`src/rtl/sparse_iaram_packer_if.sv`:
```
// ============================================================================
// Module : sparse_iaram_packer_if
// Brief  : Dense activation input stream and compressed packet output bus
// Rev    : 1.0
// ============================================================================
`default_nettype none

interface sparse_iaram_packer_if #(
  parameter int NUM_DATA = 4,
  parameter int DATA_W   = 16,
  parameter int IDX_BITS = 4,
  parameter int CH_W     = 6,
  parameter int CNT_W    = 12
);
  logic                         in_valid;
  logic                         in_ready;
  logic [DATA_W-1:0]            in_data;
  logic [CH_W-1:0]              in_channel;
  logic                         in_last;
  logic                         pkt_valid;
  logic                         pkt_ready;
  logic [NUM_DATA*DATA_W-1:0]   pkt_data;
  logic [NUM_DATA*IDX_BITS-1:0] pkt_indices;
  logic [NUM_DATA-1:0]          pkt_slot_valid;
  logic [CH_W-1:0]              pkt_channel;
  logic                         pkt_last;
  logic [CNT_W-1:0]             chan_nnz;

  modport slave (
    input  in_valid, in_data, in_channel, in_last, pkt_ready,
    output in_ready, pkt_valid, pkt_data, pkt_indices, pkt_slot_valid,
           pkt_channel, pkt_last, chan_nnz
  );

  modport master (
    output in_valid, in_data, in_channel, in_last, pkt_ready,
    input  in_ready, pkt_valid, pkt_data, pkt_indices, pkt_slot_valid,
           pkt_channel, pkt_last, chan_nnz
  );
endinterface

`default_nettype wire

```
`src/rtl/sparse_iaram_packer.sv`:
```
// ============================================================================
// Module : sparse_iaram_packer
// Brief  : Packs a dense activation stream into zero-run compressed packets
// Rev    : 1.0
// ============================================================================
`default_nettype none

module sparse_iaram_packer #(
  parameter int NUM_DATA = 4,
  parameter int DATA_W   = 16,
  parameter int IDX_BITS = 4,
  parameter int CH_W     = 6,
  parameter int CNT_W    = 12
) (
  input  logic                   clk,
  input  logic                   rst,
  sparse_iaram_packer_if.slave   bus
);
  localparam int MAX_RUN = (1 << IDX_BITS) - 1;
  localparam int SLOT_W  = $clog2(NUM_DATA + 1);

  // S_LAST: the channel's final element filled a packet, an empty closing packet is still owed
  typedef enum logic [1:0] {S_IDLE = 2'd0, S_FILL = 2'd1, S_LAST = 2'd2} state_t;

  state_t                       r_state, w_state_nxt;
  logic [SLOT_W-1:0]            r_cnt, w_cnt_nxt, w_cnt_new;
  logic [IDX_BITS-1:0]          r_run, w_run_nxt;
  logic [NUM_DATA*DATA_W-1:0]   r_acc_data, w_acc_data;
  logic [NUM_DATA*IDX_BITS-1:0] r_acc_idx, w_acc_idx;
  logic [CH_W-1:0]              r_chan, w_chan;
  logic [CNT_W-1:0]             r_nnz, w_nnz;
  logic [NUM_DATA-1:0]          w_mask;
  logic                         w_in_ready, w_accept, w_write, w_full, w_close, w_flush;

  logic                         r_pkt_valid;
  logic [NUM_DATA*DATA_W-1:0]   r_pkt_data;
  logic [NUM_DATA*IDX_BITS-1:0] r_pkt_idx;
  logic [NUM_DATA-1:0]          r_pkt_mask;
  logic [CH_W-1:0]              r_pkt_chan;
  logic                         r_pkt_last;
  logic [CNT_W-1:0]             r_pkt_nnz;

  assign w_in_ready = (r_state != S_LAST) && (!r_pkt_valid || bus.pkt_ready);
  assign w_flush    = (r_state == S_LAST) && (!r_pkt_valid || bus.pkt_ready);

  always_comb begin
    w_state_nxt = r_state;
    w_accept    = bus.in_valid && w_in_ready;
    w_write     = (bus.in_data != '0) || (r_run == IDX_BITS'(MAX_RUN));
    w_cnt_new   = r_cnt + SLOT_W'(w_write);
    w_full      = (w_cnt_new == SLOT_W'(NUM_DATA));
    w_close     = w_accept && (w_full || bus.in_last);
    w_chan      = (r_state == S_IDLE) ? bus.in_channel : r_chan;
    w_nnz       = ((r_state == S_IDLE) ? '0 : r_nnz) + CNT_W'(w_write);
    w_acc_data  = r_acc_data;
    w_acc_idx   = r_acc_idx;
    w_cnt_nxt   = r_cnt;
    w_run_nxt   = r_run;
    for (int i = 0; i < NUM_DATA; i++) begin
      w_mask[i] = (SLOT_W'(i) < w_cnt_new);
      if (w_write && (r_cnt == SLOT_W'(i))) begin
        w_acc_data[i*DATA_W +: DATA_W]   = bus.in_data;
        w_acc_idx[i*IDX_BITS +: IDX_BITS] = r_run;
      end
    end
    if (w_accept) begin
      w_cnt_nxt = w_close ? '0 : w_cnt_new;
      w_run_nxt = (w_write || bus.in_last) ? '0 : r_run + 1'b1;
    end
    case (r_state)
      S_LAST: begin
        if (w_flush) w_state_nxt = S_IDLE;
      end
      default: begin
        if (w_accept) begin
          if (!bus.in_last) w_state_nxt = S_FILL;
          else if (w_full)  w_state_nxt = S_LAST;
          else              w_state_nxt = S_IDLE;
        end
      end
    endcase
  end

  always_ff @(posedge clk) begin
    if (!rst) begin
      r_state     <= S_IDLE;
      r_cnt       <= '0;
      r_run       <= '0;
      r_acc_data  <= '0;
      r_acc_idx   <= '0;
      r_chan      <= '0;
      r_nnz       <= '0;
      r_pkt_valid <= 1'b0;
      r_pkt_data  <= '0;
      r_pkt_idx   <= '0;
      r_pkt_mask  <= '0;
      r_pkt_chan  <= '0;
      r_pkt_last  <= 1'b0;
      r_pkt_nnz   <= '0;
    end else begin
      r_state <= w_state_nxt;
      r_cnt   <= w_cnt_nxt;
      r_run   <= w_run_nxt;
      if (w_accept) begin
        r_chan <= w_chan;
        r_nnz  <= w_nnz;
      end
      if (w_close) begin
        r_acc_data <= '0;
        r_acc_idx  <= '0;
      end else if (w_accept) begin
        r_acc_data <= w_acc_data;
        r_acc_idx  <= w_acc_idx;
      end
      if (w_close) begin
        r_pkt_valid <= 1'b1;
        r_pkt_data  <= w_acc_data;
        r_pkt_idx   <= w_acc_idx;
        r_pkt_mask  <= w_mask;
        r_pkt_chan  <= w_chan;
        r_pkt_last  <= bus.in_last && !w_full;
        r_pkt_nnz   <= w_nnz;
      end else if (w_flush) begin
        r_pkt_valid <= 1'b1;
        r_pkt_data  <= '0;
        r_pkt_idx   <= '0;
        r_pkt_mask  <= '0;
        r_pkt_chan  <= r_chan;
        r_pkt_last  <= 1'b1;
        r_pkt_nnz   <= r_nnz;
      end else if (bus.pkt_ready) begin
        r_pkt_valid <= 1'b0;
      end
    end
  end

  assign bus.in_ready       = w_in_ready;
  assign bus.pkt_valid      = r_pkt_valid;
  assign bus.pkt_data       = r_pkt_data;
  assign bus.pkt_indices    = r_pkt_idx;
  assign bus.pkt_slot_valid = r_pkt_mask;
  assign bus.pkt_channel    = r_pkt_chan;
  assign bus.pkt_last       = r_pkt_last;
  assign bus.chan_nnz       = r_pkt_nnz;
endmodule

`default_nettype wire

```
`src/flat_wrapper.sv`:
```
// flat-port wrapper written by rule: the top's interface ports become plain ports
module sparse_iaram_packer_flat 
#(
  parameter int NUM_DATA = 4,
  parameter int DATA_W   = 16,
  parameter int IDX_BITS = 4,
  parameter int CH_W     = 6,
  parameter int CNT_W    = 12
)
  (clk, rst, bus_in_valid, bus_in_data, bus_in_channel, bus_in_last, bus_pkt_ready, bus_in_ready, bus_pkt_valid, bus_pkt_data, bus_pkt_indices, bus_pkt_slot_valid, bus_pkt_channel, bus_pkt_last, bus_chan_nnz);
  sparse_iaram_packer_if #(.NUM_DATA(NUM_DATA), .DATA_W(DATA_W), .IDX_BITS(IDX_BITS), .CH_W(CH_W), .CNT_W(CNT_W)) bus_i ();
  input  logic clk;
  input  logic rst;
  input wire logic [$bits(bus_i.in_valid)-1:0] bus_in_valid;
  input wire logic [$bits(bus_i.in_data)-1:0] bus_in_data;
  input wire logic [$bits(bus_i.in_channel)-1:0] bus_in_channel;
  input wire logic [$bits(bus_i.in_last)-1:0] bus_in_last;
  input wire logic [$bits(bus_i.pkt_ready)-1:0] bus_pkt_ready;
  output wire logic [$bits(bus_i.in_ready)-1:0] bus_in_ready;
  output wire logic [$bits(bus_i.pkt_valid)-1:0] bus_pkt_valid;
  output wire logic [$bits(bus_i.pkt_data)-1:0] bus_pkt_data;
  output wire logic [$bits(bus_i.pkt_indices)-1:0] bus_pkt_indices;
  output wire logic [$bits(bus_i.pkt_slot_valid)-1:0] bus_pkt_slot_valid;
  output wire logic [$bits(bus_i.pkt_channel)-1:0] bus_pkt_channel;
  output wire logic [$bits(bus_i.pkt_last)-1:0] bus_pkt_last;
  output wire logic [$bits(bus_i.chan_nnz)-1:0] bus_chan_nnz;
  assign bus_i.in_valid = bus_in_valid;
  assign bus_i.in_data = bus_in_data;
  assign bus_i.in_channel = bus_in_channel;
  assign bus_i.in_last = bus_in_last;
  assign bus_i.pkt_ready = bus_pkt_ready;
  assign bus_in_ready = bus_i.in_ready;
  assign bus_pkt_valid = bus_i.pkt_valid;
  assign bus_pkt_data = bus_i.pkt_data;
  assign bus_pkt_indices = bus_i.pkt_indices;
  assign bus_pkt_slot_valid = bus_i.pkt_slot_valid;
  assign bus_pkt_channel = bus_i.pkt_channel;
  assign bus_pkt_last = bus_i.pkt_last;
  assign bus_chan_nnz = bus_i.chan_nnz;
  sparse_iaram_packer #(.NUM_DATA(NUM_DATA), .DATA_W(DATA_W), .IDX_BITS(IDX_BITS), .CH_W(CH_W), .CNT_W(CNT_W)) u_core (.clk(clk), .rst(rst), .bus(bus_i));
endmodule
```
`config.mk`:
```
export PLATFORM = sky130hd
export DESIGN_NAME = sparse_iaram_packer_flat
export DESIGN_NICKNAME = d
export VERILOG_FILES = /design/src/rtl/sparse_iaram_packer_if.sv /design/src/rtl/sparse_iaram_packer.sv /design/src/flat_wrapper.sv
export SDC_FILE = /design/constraint.sdc
export NUM_CORES = 1
export LEC_CHECK = 0
export CAP_MARGIN = 20
export CELL_PAD_IN_SITES_DETAIL_PLACEMENT = 0
export CELL_PAD_IN_SITES_GLOBAL_PLACEMENT = 1
export CORE_MARGIN = 8
export CORE_UTILIZATION = 30
export CTS_CLUSTER_SIZE = 30
export DETAILED_ROUTE_END_ITERATION = 12
export PLACE_DENSITY = 0.7
export SLEW_MARGIN = 20
export SYNTH_ARGS = -nofsm -noshare
export SYNTH_HDL_FRONTEND = slang
export SYNTH_SLANG_ARGS = --single-unit
```
`constraint.sdc`:
```
create_clock -name clk -period 7 [get_ports clk]
set_clock_uncertainty 0.15 [all_clocks]
set_input_delay 1.75 -clock clk [delete_from_list [all_inputs] [get_ports clk]]
set_output_delay 1.75 -clock clk [all_outputs]
set_load 0.05 [all_outputs]
```
# Word-level counts from Yosys, hierarchy flattened

Cells that the tools add are included.

Register bits after elaboration: 211
Output and inout port bits: 105
Word-level logic and storage cells: 85

Add/sub/neg operators: 3
Order comparisons: 4
Equal/unequal tests: 8
Multiplexer cells: 32
Bitwise operators: 1
Reduce and logical (&&, ||, !) cells: 23

Operators by type and width:

| cell                  | count |
|---|---|
| $mux W64              | 2 |
| $mux W16              | 6 |
| $mux W12              | 3 |
| $mux W4               | 7 |
| $mux W6               | 3 |
| $reduce_bool A16 Y1   | 1 |
| $add A12 B1 Y12       | 1 |
| $mux W2               | 5 |
| $logic_and A1 B1 Y1   | 9 |
| $eq A3 B2 Y1 const B  | 2 |
| $lt A1 B3 Y1 const A  | 2 |
| $lt A2 B3 Y1 const A  | 2 |
| $mux W1               | 5 |
| $add A4 B1 Y4 const B | 1 |
| $eq A4 B4 Y1 const B  | 1 |
| $logic_or A1 B1 Y1    | 4 |
| $reduce_bool A2 Y1    | 2 |
| $add A3 B1 Y3         | 1 |
| $eq A3 B1 Y1 const B  | 1 |
| $eq A3 B3 Y1 const B  | 1 |
| $logic_not A3 Y1      | 1 |
| $mux W3               | 1 |
| $reduce_bool A3 Y1    | 1 |
| $eq A2 B2 Y1 const B  | 1 |
| 7 further kinds       | 8 |

# Depth between registers and ports, before layout

Depth in word-level cells: 8
Gate-level depth with buffers: 14
Gate-level depth less buffers: 11

# Worst setup path after synthesis

OpenSTA, ideal clock, no wires.

Kind: input port to flip-flop
Start: input bus_in_data[0]
End: register u_core.r_pkt_data[0], in the netlist u_core.bus.pkt_data[0]
Data arrival time: 4236 ps
Slack: 2544 ps
Cell stages on the path: 12
Path through: nor4_1 > nand3_1 > clkbuf_1 > or2_2 > ha_1 > ha_1 > nor2_1 > a21o_2 > a211oi_4 > buf_6 > nand2_1 > o21ai_1

Word-level cells in the longest chain between the ends: 7
Elaborated cells between the ends (all ways): 10
Classes of those cells: add/sub: 1; eq/ne: 1; mux: 2; reduce/logical: 6

Ends and longest elaborated chain:

| element                                        | RTL line                   | source |
|---|---|---|
| from (decl)                                    | flat_wrapper.sv:15         | `input wire logic [$bits(bus_i.in_data)-1:0] bus_in_data;` |
| $reduce_bool A16 Y1                            | sparse_iaram_packer.sv:49  | `w_write = (bus.in_data != '0) \|\| (r_run == IDX_BITS'(MAX_RUN));` |
| $logic_or A1 B1 Y1                             | sparse_iaram_packer.sv:49  |  |
| $add A3 B1 Y3                                  | sparse_iaram_packer.sv:50  | `w_cnt_new = r_cnt + SLOT_W'(w_write);` |
| $eq A3 B3 Y1                                   | sparse_iaram_packer.sv:51  | `w_full = (w_cnt_new == SLOT_W'(NUM_DATA));` |
| $logic_or A1 B1 Y1                             | sparse_iaram_packer.sv:52  | `w_close = w_accept && (w_full \|\| bus.in_last);` |
| $logic_and A1 B1 Y1                            | sparse_iaram_packer.sv:52  |  |
| $mux W64 or $reduce_bool A2 Y1 (tied branches) | --                         |  |
| to (signal assigned)                           | sparse_iaram_packer.sv:117 | `r_pkt_data <= w_acc_data;` |
| to (decl)                                      | sparse_iaram_packer.sv:36  | `logic [NUM_DATA*DATA_W-1:0] r_pkt_data;` |

Parallel ways exist; a longest one is shown, timed or not.
A chain may end at the register's enable or synchronous reset.

# Final worst setup path

Start: input bus_in_data[3]
End: register u_core.r_pkt_idx[11], in the netlist u_core.bus.pkt_indices[11]

Word-level cells in the longest chain between the ends: 7
Elaborated cells between the ends (all ways): 10
Classes of those cells: add/sub: 1; eq/ne: 1; mux: 2; reduce/logical: 6

Ends and longest elaborated chain:

| element                                        | RTL line                   | source |
|---|---|---|
| $reduce_bool A16 Y1 (*)                        | sparse_iaram_packer.sv:49  |  |
| $logic_or A1 B1 Y1 (*)                         | sparse_iaram_packer.sv:49  |  |
| $add A3 B1 Y3                                  | sparse_iaram_packer.sv:50  |  |
| $eq A3 B3 Y1                                   | sparse_iaram_packer.sv:51  |  |
| $logic_or A1 B1 Y1                             | sparse_iaram_packer.sv:52  |  |
| $logic_and A1 B1 Y1                            | sparse_iaram_packer.sv:52  |  |
| $mux W16 or $reduce_bool A2 Y1 (tied branches) | --                         |  |
| to (signal assigned)                           | sparse_iaram_packer.sv:118 | `r_pkt_idx <= w_acc_idx;` |
| to (decl)                                      | sparse_iaram_packer.sv:37  | `logic [NUM_DATA*IDX_BITS-1:0] r_pkt_idx;` |

Every way passes the cells marked *; elsewhere a longest branch is shown, timed or not.

==> impl_metrics.json <==
{
  "status": "finished, final reports clean",
  "ys.flop_type": "dfxtp_1",
  "reg2reg_from": "u_core.r_run[0]$_SDFFE_PN0P_",
  "wl_met2_um": 11500,
  "grt_max_degree": 102,
  "wl_per_cell_um": 18.1,
  "finalHoldViolCount": 0,
  "max_stage_delay_ns": 0.53,
  "grt_first_pass_wirelength_um": 40800,
  "portBuffers": 131,
  "vias": 7304,
  "num_io_pins": 132,
  "yosys.area.top_type_share_pct": 50.3,
  "clock-sinks": 211,
  "path_class": "primary input to flip-flop",
  "synth.ff_latch_count": 211,
  "power.density_mw_per_mm2": 256,
  "final_cell_area_mm2": 0.0108,
  "ctsResizeCount": 0,
  "grt_overflow_total": 0,
  "nNetsFinal": 1098,
  "slew_viol_final": 0,
  "rrSetupSlack_ns": 3.18,
  "leakagePower_nw": 3.73,
  "core_region_area_mm2": 0.0277,
  "tightestPinTransition_ns": 0.966,
  "clockBufferDepth": 3,
  "avgSynthCellArea_um2": 8.63,
  "hold_buffers": 0,
  "grt_pass1_vias": 6878,
  "yosysSeqAreaShare_pct": 50.3,
  "worst_path_max_delay_cell": "clkdlybuf4s50_1",
  "synth_cell_types": 46,
  "cap_viol_max_count": 0,
  "finalSetupTns_ns": 0,
  "fmax_mhz": 187,
  "dieArea_mm2": 0.0336,
  "worstHoldStart": "u_core.bus.pkt_data[63]$_SDFFE_PN0P_",
  "netlist_instances": 973,
  "antenna_found_initial": 0,
  "syn-num-nets": 1005,
  "rsz0062_at_grt": "false",
  "synth-edff-count": 0,
  "cp.arrival_ns": 5.63,
  "fin_crit_sh_pct": 76.3,
  "power_mw": 2.76,
  "async_flop_share_pct": 0,
  "crit_chain": "clkdlybuf4s50_1 > nor4_1 > nand3_1 > buf_4 > or2_2 > ha_1 > ha_1 > nor2_1 > a21oi_2 > nor2_2 > buf_4 > nand2_2 > buf_12 > o21ai_1",
  "setup_viol": 0,
  "drc": 0,
  "area_growth_pct": 28.3,
  "cp-start-kind": "primary input",
  "cts_buffers": 24,
  "endpoint_kind": "flip-flop",
  "relSlewSlack_pct": 35.3,
  "drive_above_1_share_pct": 6.65,
  "critPathMaxFanout": 52,
  "crit_required_ns": 7.29,
  "highest_layer": "met4",
  "final_antenna_net_count": 0,
  "first_pass_iters": 5,
  "ys_warn_count": 0,
  "min_path_type": "flip-flop to flip-flop",
  "synth.most_common_cell": "dfxtp_1",
  "peakVddDrop_v": 0.000151,
  "dr.first_iter.drc_count": 497,
  "fp-row-count": 61,
  "via_per_inst": 5.00,
  "post_cts_buffers": 0,
  "worstSetupStartpoint": "bus_in_data[3]",
  "hpwl_um": 17900,
  "syn-cell-area_mm2": 0.00839,
  "dpl_cell_area_mm2": 0.00999,
  "htreeDepth": 1,
  "grtUsageTotal_pct": 15.1,
  "synth.area.top_cells": "dfxtp_1 (50%), nand2_1 (7.0%), nand3_1 (6.1%)",
  "final_util_pct": 38.9,
  "place_congestion": 0.772,
  "wl_met3_um": 1950,
  "yosysTopAreaCell": "dfxtp_1",
  "start_util_pct": 30.3,
  "cts_tree": "built",
  "clkLatencyLatePin_ns": 0.51,
  "die_y_um": 183,
  "layout_min_cycle_time_ns": 5.34,
  "antennaDiodeCount": 0,
  "drt-total-wl_um": 26400,
  "die_w_um": 183,
  "wl_met1_um": 12600,
  "root_buffer": "clkbuf_16",
  "yosys-top-cells-count": "dfxtp_1 (211), nand2_1 (156), nand3_1 (103), o21ai_0 (101), o21ai_1 (80)",
  "clk_pin_slew_worst_paths_ns": 0.06
}
## through the flow
stage                     setup slack (ns)  instances  hold slack (ns)
after floorplan                       2.54        973            0.294
after global placement                1.20       1418            0.285
after detailed placement              1.14       1418            0.290
after CTS                             1.67       1460            0.299
after global routing                  1.33       1460            0.313
final                                 1.66       1460            0.294
## cell type report
| cell class | instances | area, um2 |
|---|---|---|
| fillers | 2825 | 16900 |
| inverters | 3 | 11.3 |
| clock buffers | 37 | 681 |
| well taps | 378 | 473 |
| repair buffers | 152 | 1490 |
| flip-flops and latches | 211 | 4220 |
| clock inverters | 5 | 100 |
| multi-input cells | 674 | 3790 |
## cell usage in the layout (no fill, tap or decap), types with 3 or more instances in the layout
master and n:
dfxtp_1 211, nand2_1 155, clkdlybuf4s50_1 131, nand3_1 103, o21ai_0 97, o21ai_1 80, a22oi_1 49, mux2i_1 39
clkbuf_16 25, nor2_1 24, a21oi_1 22, a211oi_1 19, buf_4 19, and3_1 11, clkbuf_1 11, nor4_1 7
nor3_1 6, o211ai_1 5, xnor2_1 5, mux2_2 5, ha_1 5, and2_1 4, o21ai_2 4, nand2b_1 3
inv_1 3, a311oi_1 3, bufinv_16 3
## worst max-delay path, delay by kind of cell
kind,cells,cell delay [ns]
simple gates,6,1.67
buf+inv,4,1.33
fa+ha+maj,2,0.52
compound gates,2,0.29
## cell families after synthesis
logic type	after synthesis	synth area share, %
xor gates and xnor gates	8	0.924
muxes	44	5.32
AOI/OAI and AO/OA	290	20.1
DFF	211	50.3
and+or+nand+nor	327	17.6
buffers and inverters	88	4.99
adders and majority gates	5	0.745
## report_power, final
group          switching [mW]  internal [mW]
registers              0.0161           1.23
logic                   0.178         0.0789
clock network           0.480          0.776
total                   0.675           2.08
## worst paths after layout
path / end / cells after the start
worst min-delay path: u_core.bus.pkt_data[63]$_SDFFE_PN0P_ / 2
worst max register to register: u_core.bus.pkt_indices[11]$_SDFFE_PN0P_ / 14
worst max-delay path: u_core.bus.pkt_indices[11]$_SDFFE_PN0P_ / 14
worst min register to register: u_core.bus.pkt_data[63]$_SDFFE_PN0P_ / 2
## layer usage
metal,global-route usage [%],vias to the layer above
met1,21.1,3437
li1,-,3648
met3,3.88,26
met4,2.73,0
met2,23.4,193
met5,0,-
## state kept, by name, indices dropped and copies added, names as in the netlist, 4 cells and up
name / cells
u_core.bus.pkt_indices: 16
u_core.r_run: 4
u_core.bus.pkt_channel: 6
u_core.r_nnz: 12
u_core.r_acc_idx: 16
u_core.r_chan: 6
u_core.bus.pkt_data: 64
u_core.bus.chan_nnz: 12
u_core.bus.pkt_slot_valid: 4
u_core.r_acc_data: 64
Power figures use the tool's default switching activity.
